**config.mk**
```make
export PLATFORM = sky130hd
export DESIGN_NAME = tmax_tracker
export DESIGN_NICKNAME = d
export VERILOG_FILES = /design/src/rtl/tmax_tracker.sv
export SDC_FILE = /design/constraint.sdc
export NUM_CORES = 1
export LEC_CHECK = 0
export CAP_MARGIN = 20
export CORE_AREA = 2 2 179 224
export DETAILED_ROUTE_END_ITERATION = 10
export DIE_AREA = 0 0 181 226
export PLACE_DENSITY = 0.82
export SLEW_MARGIN = 40
export SYNTH_ARGS = -nofsm -noshare
export SYNTH_HDL_FRONTEND = slang
export SYNTH_HIERARCHICAL = 1
export SYNTH_SLANG_ARGS = --single-unit
```
**constraint.sdc**
```tcl
create_clock -name CLK -period 7.7 [get_ports CLK]
set_input_delay 1.54 -clock CLK [delete_from_list [all_inputs] [get_ports CLK]]
set_output_delay 1.54 -clock CLK [all_outputs]
set_load 0.01 [all_outputs]
```
**src/rtl/tmax_tracker.sv**
```systemverilog
// ----------------------------------------------------------------------------
// tmax_tracker
//   Multi-channel running max/min tracker with position capture. One sample
//   stream is compared against the channel picked by NUMBER (1-based). An
//   accepted sample is held in a single stage-1 register and then committed
//   to the per-channel store. A sample on the same channel in the next cycle
//   compares against the forwarded stage-1 value, so back-to-back samples
//   give the same result as sequential processing.
//
// Ports
//   CLK, RESET_N        clock, async active-low reset
//   T[DW]               unsigned sample
//   EN                  sample valid
//   SOL                 start of line, restarts the position counter
//   NUMBER[5]           1-based channel select (0 or >NCH: none)
//   EN_CPU[NCH]         per-channel write/clear enable
//   CLR                 sync clear of the enabled channels
//   MODE                0 = track max, 1 = track min
//   Tout[DW], POS[PW]   committed extremum/position of the selected channel
//   VLD                 selected channel holds an accepted sample
//   UPD                 one-cycle pulse: stage 1 holds an accepted update
// ----------------------------------------------------------------------------

// Per-channel store. A clear beats a pending write landing on the same edge.
module tmax_chan #(
    parameter int DW = 10,
    parameter int PW = 11
) (
    input  logic          CLK,
    input  logic          RESET_N,
    input  logic          clr,
    input  logic          wr,
    input  logic [DW-1:0] wval,
    input  logic [PW-1:0] wpos,
    output logic [DW-1:0] val,
    output logic [PW-1:0] pos,
    output logic          seen
);
    always_ff @(posedge CLK or negedge RESET_N) begin
        if (!RESET_N) begin
            val  <= '0;
            pos  <= '0;
            seen <= 1'b0;
        end else if (clr) begin
            val  <= '0;
            pos  <= '0;
            seen <= 1'b0;
        end else if (wr) begin
            val  <= wval;
            pos  <= wpos;
            seen <= 1'b1;
        end
    end
endmodule

module tmax_tracker #(
    parameter int DW  = 10,
    parameter int NCH = 20,
    parameter int PW  = 11
) (
    input  logic           CLK,
    input  logic           RESET_N,
    input  logic [DW-1:0]  T,
    input  logic           EN,
    input  logic           SOL,
    input  logic [4:0]     NUMBER,
    input  logic [NCH-1:0] EN_CPU,
    input  logic           CLR,
    input  logic           MODE,
    output logic [DW-1:0]  Tout,
    output logic [PW-1:0]  POS,
    output logic           VLD,
    output logic           UPD
);
    typedef struct packed {
        logic          acc;
        logic [4:0]    num;
        logic [DW-1:0] val;
        logic [PW-1:0] pos;
    } s1_t;

    s1_t s1, s1_d;

    logic [PW-1:0] pc, tag;
    logic [NCH-1:0] hit;
    logic [NCH-1:0][DW-1:0] ch_val;
    logic [NCH-1:0][PW-1:0] ch_pos;
    logic [NCH-1:0]         ch_seen;

    logic [DW-1:0] rd_val, eff_val;
    logic [PW-1:0] rd_pos;
    logic          rd_seen, eff_seen, fwd, elig;

    // Position counter. A sample arriving with SOL takes position 0, so the
    // counter moves on to 1 for the next sample. Saturates at all-ones.
    assign tag = SOL ? '0 : pc;

    always_ff @(posedge CLK or negedge RESET_N) begin
        if (!RESET_N)
            pc <= '0;
        else if (SOL)
            pc <= EN ? PW'(1) : '0;
        else if (EN && (pc != '1))
            pc <= pc + PW'(1);
    end

    // Channel array; hit[] is the one-hot decode of NUMBER (all zero when
    // NUMBER is 0 or out of range).
    for (genvar j = 0; j < NCH; j++) begin : g_ch
        assign hit[j] = (NUMBER == 5'(j + 1));

        tmax_chan #(.DW(DW), .PW(PW)) u_ch (
            .CLK     (CLK),
            .RESET_N (RESET_N),
            .clr     (CLR && EN_CPU[j]),
            .wr      (s1.acc && (s1.num == 5'(j + 1))),
            .wval    (s1.val),
            .wpos    (s1.pos),
            .val     (ch_val[j]),
            .pos     (ch_pos[j]),
            .seen    (ch_seen[j])
        );
    end

    // Committed read of the selected channel; zero when none is selected.
    always_comb begin
        rd_val  = '0;
        rd_pos  = '0;
        rd_seen = 1'b0;
        for (int j = 0; j < NCH; j++) begin
            if (hit[j]) begin
                rd_val  = ch_val[j];
                rd_pos  = ch_pos[j];
                rd_seen = ch_seen[j];
            end
        end
    end

    // Stage 0: compare against the pending stage-1 value when it targets the
    // same channel, otherwise against the committed store.
    assign elig     = EN && |(hit & EN_CPU) && !CLR;
    assign fwd      = s1.acc && (s1.num == NUMBER);
    assign eff_val  = fwd ? s1.val : rd_val;
    assign eff_seen = fwd | rd_seen;

    always_comb begin
        s1_d     = '0;
        s1_d.num = NUMBER;
        s1_d.val = T;
        s1_d.pos = tag;
        s1_d.acc = elig && (!eff_seen ||
                            (!MODE && (T > eff_val)) ||
                            ( MODE && (T < eff_val)));
    end

    always_ff @(posedge CLK or negedge RESET_N) begin
        if (!RESET_N)
            s1 <= '0;
        else
            s1 <= s1_d;
    end

    assign Tout = rd_val;
    assign POS  = rd_pos;
    assign VLD  = rd_seen;
    assign UPD  = s1.acc;
endmodule
```
==> reports/metrics.cfg, run 1 <==
[global_routing]
grt_first_pass_wirelength_um=125700
grt-busiest-layer=met2
use_met2_pct=62.18
grt_max_degree=102
grt_overflow=0
grt_use_total_pct=40.84
grt_pass1_vias=20543
globalRouteMet3Util_pct=10.77
grt_use_met1_pct=50.49
antenna_found_initial=2

[floorplan]
die_h_um=226
dieArea_um2=40910
num_rows=81
io_pins=64
core_um2=38920
start_util_pct=64.02
die_x_um=181

[timing]
slew_headroom_pct=38.10
max_freq_ghz=0.1480
finalMaxSlewViolations=0
grt_setup_unrepaired=false
finalHoldViolations=0
tns_ns=0
setup_viol=0
finalClockSkew_ns=0.02382
period_minus_slack_ns=6.757
finalCritPeriodShare_pct=87.75
hold_slack_ns=0.4948
worst_slew_pin_slew_ns=0.9285

[synth]
syn-cell-area_um2=24910
ys_ff_latch=478
synth_area_leaders=dfrtp_1 48%, mux2i_1 19%, nor2_1 8.3%, buf_12 3.2%, mux2_2 1.8%
async_flop_share_pct=100.0
synth_fp_nets=2409
synthTopCellsByCount=548 x nor2_1, 478 x dfrtp_1, 464 x mux2i_1
yosysUniqueCellTypes=76
yosysMostFrequentCell=nor2_1
synth_top_cell_by_area=dfrtp_1
avgSynthCellArea_um2=10.57
synth_edf_count=0
yosys_warnings=6
ys.flop_type=dfrtp_1
synth_top_area_share_pct=48.01
yosysSeqAreaShare_pct=48.01
synthCells=2357

[critical_path]
critPathMostFrequentCell=buf_4
max_stage_delay_ns=0.64
rrSetupSlack_ns=3.37
path_cells=buf_4 -> or2_1 -> buf_4 -> and3_1 -> o22ai_1 -> a31oi_1 -> o21ai_0 -> clkdlybuf4s50_1
cp-start-kind=input port
slowest_stage=a31oi_1
critical_path_class=input port to primary output
cp_max_fo=54
worstPathRequired_ns=6.16
worst_setup_path_end_kind=primary output
cp.arrival_ns=5.22

[drt]
wl_per_cell_um=28.78
finalWirelength_um=82750
drtIter0Drc=2703
drc=0
ant_nets=0
dr.pass1.iters=8
vias_per_cell=6.965
num_vias=20024

[place]
dp_hpwl_um=52690
place_area_um2=25220
numPortBuffers=63
place.gp.congestion=1.046

[final_layout]
antennaDiodeCount=0
final_net_count=2391
fin_area_um2=26890
postLayoutCoreUtil_pct=69.10
drive_above_1_share_pct=10.98
n_fill_cell=2903
area_growth_pct=7.935

[power]
power_mw=5.553
p_per_area_nw_per_um2=206.5
p_leak_nw=11.57
ir_drop_mv=0.1799

[cts]
postCtsSetupRepairBufs=0
clk_latency_ns=0.59
cts_buffers=48
cts_tree=built
cts_resized=0
cts-root-buf=clkbuf_16
cts.clk_slew.worst_paths_ns=0.06
cts_sinks=478
hold_buffers=0
htreeDepth=2
ctsLongestPathBuffers=3

[run_status]
status=finished, final reports clean

[hold_path]
min_path_type=flop to flop

[run]
maxCapViolations=0

stage by stage:
step,std cells,setup slack (ns)
finish,2875,0.9429
global route,2875,0.9658
CTS,2875,1.268
detailed placement,2787,1.255
global placement,2783,1.276
floorplan,2357,3.073
worst max-delay path, delay by kind of cell:
family                 cells  cell delay, ns
AO/OA/AOI/OAI              3            1.22
buffers and inverters      3            1.55
AND/OR/NAND/NOR            2            0.87
sequential cells by signal, summed over array words and instances, names as in the netlist:
| name | flops |
|---|---|
| UPD | 1 |
| g_ch.u_ch/seen | 20 |
| pc | 11 |
| g_ch.u_ch/val | 200 |
| s1 | 26 |
| g_ch.u_ch/pos | 220 |
power breakdown:
part	leakage, nW	switching, mW	internal [mW]
sequential	6.61	0.0464	2.53
clock	0.803	1.04	1.47
combinational	4.15	0.329	0.140
total	11.6	1.42	4.14
cells by family (layout without fill, tap and decap cells):
family	after synthesis	in the layout	synth area share [%]
AOI/OAI and AO/OA	360	360	9.447
xor gates and xnor gates	10	10	0.3516
adders and majority gates	11	11	0.5524
buffers and inverters	199	219	6.579
DFF	478	478	48.01
muxes	516	516	21.53
and+or+nand+nor	783	783	13.52
cell type report:
cell class,count,area (µm²),share of cell area [%]
well taps,498,623.1,2.317
repair buffers,121,1162,4.323
clock buffers,67,1354,5.034
flip-flops and latches,478,11990,44.57
multi-input cells,1680,11420,42.47
inverters,10,37.54,0.1396
clock inverters,21,307.8,1.145
layer usage:
metal / vias up / part of all wire [%]
met3: 448 / 12
met1: 9890 / 35
met2: 1438 / 44
met4: 2 / 9.0
met5: - / 0.016
li1: 8246 / -
final timing paths:
kind                                            startpoint                              end  cells past startpoint
setup / recovery                                 NUMBER[0]                          Tout[7]                      8
setup reg to reg           g_ch[5].u_ch/val[7]$_DFFE_PN0P_                    UPD$_DFF_PN0_                     13
min in group asynchronous                          RESET_N  g_ch[0].u_ch/pos[2]$_DFFE_PN0P_                      1
max in group asynchronous                          RESET_N                  s1[1]$_DFF_PN0_                      5
hold reg to reg              g_ch[3].u_ch/seen$_DFFE_PN0P_    g_ch[3].u_ch/seen$_DFFE_PN0P_                      2
hold / removal               g_ch[3].u_ch/seen$_DFFE_PN0P_    g_ch[3].u_ch/seen$_DFFE_PN0P_                      2
cell usage in the layout, fill, tap and decap left out, types with 19 or more instances in the layout:
cell type	Yosys	routed
nand3_1	27	27
mux2_2	40	40
clkdlybuf4s50_1	0	57
o22ai_1	56	56
o21ai_0	73	73
nand2_1	68	68
buf_4	5	54
clkbuf_16	0	49
dfrtp_2	0	19
a22oi_1	23	23
mux2i_1	464	464
nor3_1	25	21
nor2b_1	22	22
dfrtp_1	478	459
a21oi_1	76	76
nor2_1	548	534
(Power assumes the default switching activity.)
==> run 2, diff against run 1 <==
- CORE_AREA: 2 2 179 224 -> 2 2 214 269
- DIE_AREA: 0 0 181 226 -> 0 0 216 271
- PLACE_DENSITY: 0.82 -> unset
==> reports/metrics.cfg, run 2 (synthesis results as in run 1) <==
[run_status]
status=finished, final reports clean  ; unchanged

[floorplan]
io_pins=64  ; unchanged
start_util_pct=44.63  ; was 64.02%
die_h_um=271  ; was 226 µm
die_x_um=216  ; was 181 µm
core_um2=55830  ; was 38,920 µm²
num_rows=97  ; was 81
dieArea_um2=58540  ; was 40,910 µm²

[timing]
slew_headroom_pct=41.21  ; was 38.10%
finalMaxSlewViolations=0  ; unchanged
worst_slew_pin_slew_ns=0.8819  ; was 0.9285 ns
tns_ns=0  ; unchanged
max_freq_ghz=0.1480  ; about the same
finalHoldViolations=0  ; unchanged
finalClockSkew_ns=0.03009  ; was 0.02382 ns
finalCritPeriodShare_pct=87.74  ; was 87.75%
setup_viol=0  ; unchanged
period_minus_slack_ns=6.756  ; was 6.757 ns
grt_setup_unrepaired=false  ; unchanged

[place]
numPortBuffers=63  ; unchanged
place_area_um2=25530  ; was 25,220 µm²
place.gp.congestion=0.8941  ; was 1.046
dp_hpwl_um=52000  ; was 52,690 µm

[drt]
dr.pass1.iters=6  ; was 8
num_vias=18764  ; was 20,024
drc=0  ; unchanged
vias_per_cell=6.003  ; was 6.965
finalWirelength_um=80100  ; was 82,750 µm
drtIter0Drc=1588  ; was 2,703
wl_per_cell_um=25.62  ; was 28.78 µm
ant_nets=0  ; unchanged

[cts]
cts.clk_slew.worst_paths_ns=0.06  ; about the same
postCtsSetupRepairBufs=0  ; unchanged
cts-root-buf=clkbuf_16  ; unchanged
cts_buffers=48  ; unchanged
hold_buffers=0  ; unchanged
htreeDepth=2  ; unchanged
clk_latency_ns=0.60  ; was 0.59 ns
ctsLongestPathBuffers=3  ; unchanged
cts_tree=built  ; unchanged
cts_sinks=478  ; unchanged
cts_resized=0  ; unchanged

[final_layout]
seqCellArea_um2=11980  ; was 11,990 µm²
fin_area_um2=27270  ; was 26,890 µm²
multiInputGateArea_um2=11430  ; was 11,420 µm²
final_net_count=2399  ; was 2,391
layout_common_cells=534 x nor2_1, 464 x mux2i_1, 463 x dfrtp_1  ; was 534 x nor2_1, 464 x mux2i_1, 459 x dfrtp_1
drive_above_1_share_pct=11.28  ; was 10.98%
top_regs=g_ch.u_ch/pos: 220 flops, g_ch.u_ch/val: 200 flops, s1: 26 flops  ; unchanged
area_growth_pct=9.442  ; was 7.935%
final_common_cell=nor2_1  ; unchanged
postLayoutCoreUtil_pct=48.84  ; was 69.10%
largest_reg_flops=220  ; unchanged
largest_register=g_ch.u_ch/pos  ; unchanged
n_fill_cell=5196  ; was 2,903
antennaDiodeCount=0  ; unchanged

[global_routing]
grt_pass1_vias=19334  ; was 20,543
grt_max_degree=134  ; was 102
grt_use_total_pct=27.24  ; was 40.84%
antenna_found_initial=1  ; was 2
grt_first_pass_wirelength_um=122000  ; was 125,700 µm
grt_overflow=0  ; unchanged

[critical_path]
cp_max_fo=17  ; was 54
ff2ff_path_depth=11  ; was 13
cp.arrival_ns=5.22  ; about the same
cp-start-kind=input port  ; unchanged
critical_path_class=input port to primary output  ; unchanged
worstPathRequired_ns=6.16  ; about the same
worst_setup_path_end_kind=primary output  ; unchanged

[power]
p_per_area_nw_per_um2=202.8  ; was 206.5 nW/µm²
p_leak_nw=11.64  ; was 11.57 nW
ir_drop_mv=0.1876  ; was 0.1799 mV

[hold_path]
min_path_type=flop to flop  ; unchanged
hold_depth=2  ; unchanged

[run]
maxCapViolations=0  ; unchanged

==> run 2: final timing paths <==
check	startpoint	end	slack, ns
setup / recovery	NUMBER[4]	POS[3]	0.94
hold / removal	g_ch[18].u_ch/seen$_DFFE_PN0P_	g_ch[18].u_ch/seen$_DFFE_PN0P_	0.48
max in group asynchronous	RESET_N	g_ch[6].u_ch/pos[9]$_DFFE_PN0P_	5.46
setup reg to reg	s1[24]$_DFF_PN0_	UPD$_DFF_PN0_	3.69
min in group asynchronous	RESET_N	g_ch[15].u_ch/pos[2]$_DFFE_PN0P_	0.80
hold reg to reg	g_ch[18].u_ch/seen$_DFFE_PN0P_	g_ch[18].u_ch/seen$_DFFE_PN0P_	0.48
==> run 2: stage by stage <==
| stage | power (mW) | instances | hold WS, ns | worst slack, ns |
|---|---|---|---|---|
| 2_1_floorplan | 2.825 | 2357 | 0.4548 | 3.073 |
| 3_3_place_gp | 3.060 | 3036 | 0.4683 | 1.058 |
| 3_5_place_dp | 3.065 | 3037 | 0.4754 | 1.103 |
| 4_1_cts | 5.548 | 3124 | 0.4907 | 1.092 |
| 5_1_grt | 5.696 | 3126 | 0.5224 | 0.7915 |
| 6_report | 5.529 | 3126 | 0.4842 | 0.9441 |
==> run 2: critical path, stage by stage <==
cell	delay, ns
clkdlybuf4s50_1	0.98
buf_4	0.32
nor2b_1	0.48
nand2_1	0.61
o221ai_1	0.46
o21ai_0	0.26
clkdlybuf4s50_1	0.54
==> run 2: area by class of cell <==
class | instances | area share [%]
Multi-Input combinational cell | 1680 | 41.92
Sequential cell | 478 | 43.94
Timing Repair Buffer | 129 | 4.497
Inverter | 10 | 0.1377
Clock buffer | 72 | 5.328
Clock inverter | 15 | 0.7709
Tap cell | 742 | 3.405
==> run 2: metal layers <==
metal	up-vias	part of all wire (%)	GRT usage (%)
li1	8268	-	-
met1	9394	41	35.23
met2	875	46	43.65
met3	225	7.8	5.790
met4	2	4.9	12.73
met5	-	0.091	0.9167
==> run 2: where the power goes <==
group / switching (mW) / leakage [nW] / internal, mW
registers: 0.0433 / 6.62 / 2.53
clock network: 1.03 / 0.822 / 1.47
logic: 0.319 / 4.20 / 0.142
==> run 3, diff against run 2 <==
- CORE_AREA: 2 2 214 269 -> 2 2 239 241
- DIE_AREA: 0 0 216 271 -> 0 0 241 243
==> reports/metrics.cfg, run 3 (synthesis results as in run 1) <==
[run_status]
status=finished, final reports clean  ; unchanged

[cts]
cts_tree=built  ; unchanged
ctsLongestPathBuffers=3  ; unchanged
hold_buffers=0  ; unchanged
clk_latency_ns=0.62  ; was 0.60 ns
cts_buffers=52  ; was 48
cts.clk_slew.worst_paths_ns=0.06  ; about the same
cts-root-buf=clkbuf_16  ; unchanged
htreeDepth=2  ; unchanged
postCtsSetupRepairBufs=0  ; unchanged
cts_resized=0  ; unchanged
cts_sinks=478  ; unchanged

[final_layout]
final_net_count=2397  ; was 2,399
area_growth_pct=9.025  ; was 9.442%
largest_reg_flops=220  ; unchanged
n_fill_cell=5212  ; was 5,196
largest_register=g_ch.u_ch/pos  ; unchanged
drive_above_1_share_pct=10.99  ; was 11.28%
seqCellArea_um2=11980  ; about the same
top_regs=g_ch.u_ch/pos: 220 flops, g_ch.u_ch/val: 200 flops, s1: 26 flops  ; unchanged
layout_common_cells=533 x nor2_1, 464 x mux2i_1, 462 x dfrtp_1  ; was 534 x nor2_1, 464 x mux2i_1, 463 x dfrtp_1
multiInputGateArea_um2=11430  ; unchanged
final_common_cell=nor2_1  ; unchanged

[critical_path]
path_cells=clkdlybuf4s50_1 -> buf_4 -> nor3b_2 -> a22oi_1 -> a211oi_1 -> o21ai_0 -> a21oi_1 -> clkdlybuf4s50_1  ; was clkdlybuf4s50_1 -> buf_4 -> nor2b_1 -> nand2_1 -> o221ai_1 -> o21ai_0 -> clkdlybuf4s50_1
cp.depth=8  ; was 7
cp_max_fo=17  ; unchanged
path_buf_inv=3  ; unchanged
slowest_stage=clkdlybuf4s50_1  ; unchanged
cp.arrival_ns=5.26  ; was 5.22 ns
r2r-end=UPD$_DFF_PN0_  ; unchanged
ff2ff_path_depth=13  ; was 11
worstPathRequired_ns=6.16  ; about the same
worst_setup_path_end_kind=primary output  ; unchanged
critical_path_class=input port to primary output  ; unchanged
cp-start-kind=input port  ; unchanged
rrSetupSlack_ns=3.95  ; was 3.69 ns
cp_top_family=buffers and inverters  ; unchanged
max_stage_delay_ns=0.84  ; was 0.98 ns
critPathMostFrequentCell=clkdlybuf4s50_1  ; unchanged
timing.rr.start=s1[23]$_DFF_PN0_  ; was s1[24]$_DFF_PN0_

[timing]
max_freq_ghz=0.1470  ; was 0.1480 GHz
finalClockSkew_ns=0.01805  ; was 0.03009 ns
grt_setup_unrepaired=false  ; unchanged
tns_ns=0  ; unchanged
period_minus_slack_ns=6.802  ; was 6.756 ns
slew_headroom_pct=38.72  ; was 41.21%
worst_slew_pin_slew_ns=0.9182  ; was 0.8819 ns
finalCritPeriodShare_pct=88.34  ; was 87.74%
finalHoldViolations=0  ; unchanged
finalMaxSlewViolations=0  ; unchanged
hold_slack_ns=0.4943  ; was 0.4842 ns
setup_viol=0  ; unchanged

[drt]
dr.pass1.iters=6  ; unchanged
finalWirelength_um=82650  ; was 80,100 µm
drc=0  ; unchanged
ant_nets=0  ; unchanged
vias_per_cell=6.071  ; was 6.003
wl_per_cell_um=26.32  ; was 25.62 µm
num_vias=19062  ; was 18,764
drtIter0Drc=1938  ; was 1,588

[global_routing]
grt_max_degree=127  ; was 134
grt_use_total_pct=28.41  ; was 27.24%
grt_pass1_vias=19184  ; was 19,334
grt_first_pass_wirelength_um=125200  ; was 122,000 µm
antenna_found_initial=1  ; unchanged
grt_overflow=0  ; unchanged

[run]
maxCapViolations=0  ; unchanged

[place]
numPortBuffers=63  ; unchanged
place.gp.congestion=0.9286  ; was 0.8941
dp_hpwl_um=53730  ; was 52,000 µm

[power]
p_per_area_nw_per_um2=200.5  ; was 202.8 nW/µm²
p_leak_nw=11.56  ; was 11.64 nW
ir_drop_mv=0.1747  ; was 0.1876 mV

[hold_path]
min_from=g_ch[4].u_ch/seen$_DFFE_PN0P_  ; was g_ch[18].u_ch/seen$_DFFE_PN0P_
min_to=g_ch[4].u_ch/seen$_DFFE_PN0P_  ; was g_ch[18].u_ch/seen$_DFFE_PN0P_
hold_depth=2  ; unchanged
min_path_type=flop to flop  ; unchanged

[floorplan]
die_h_um=243  ; was 271 µm
dieArea_um2=58560  ; was 58,540 µm²
num_rows=87  ; was 97
die_x_um=241  ; was 216 µm
io_pins=64  ; unchanged
start_util_pct=44.53  ; was 44.63%
core_um2=55950  ; was 55,830 µm²

[run 3: cell types whose count changed in the layout (fill, tap and decap cells not counted), sizes merged]
cell | previous run | this run
diode | 0 | 1
bufinv | 5 | 0
clkinv | 7 | 6
clkbuf | 73 | 83
buf | 70 | 65
[run 3: area by class of cell]
class / instances / area share, %
sequential: 478 / 44.11
clock inverter: 9 / 0.2027
tap: 756 / 3.482
multi-input combinational: 1680 / 42.08
timing repair buffer: 123 / 4.270
clock buffer: 83 / 5.703
inverter: 10 / 0.1382
antenna: 1 / 0.009213
[run 3: routing by layer]
layer / track usage [%] / up-vias / wire, µm
li1: - / 8278 / -
met1: 39.73 / 9712 / 35440
met2: 43.61 / 860 / 37730
met3: 4.504 / 210 / 5702
met4: 12.31 / 2 / 3768
met5: 0 / - / 13
[run 3: report_power, final]
part / switching, mW / total (mW) / internal (mW)
sequential: 0.0438 / 2.57 / 2.53
combinational: 0.324 / 0.464 / 0.140
clock: 1.04 / 2.41 / 1.37
[run 3: how the worst max path moves through the flow]
stage               endpoint  slack (ns)       from
floorplan             POS[0]        3.07  NUMBER[3]
global placement     Tout[8]        1.15  NUMBER[4]
detailed placement   Tout[8]        1.05  NUMBER[4]
CTS                  Tout[8]        1.03  NUMBER[4]
global route         Tout[8]        0.94  NUMBER[4]
finish               Tout[8]        0.90  NUMBER[4]
[run 3: through the flow]
stage / utilization [%] / power [mW] / setup WS, ns / instances / cell area, µm²
3_5_place_dp: 45.65 / 3.072 / 1.053 / 3047 / 25540
5_1_grt: 48.54 / 5.603 / 0.9431 / 3139 / 27160
6_report: 48.55 / 5.445 / 0.8979 / 3140 / 27160
3_3_place_gp: 45.47 / 3.063 / 1.145 / 3045 / 25440
4_1_cts: 48.52 / 5.469 / 1.033 / 3139 / 27150
2_1_floorplan: - / 2.825 / 3.073 / 2357 / 24910
[run 3: tightest hold or removal path, stage by stage (launching register included)]
cell and delay, ns:
dfrtp_1 0.34, nor2_1 0.04, nor2_1 0.07
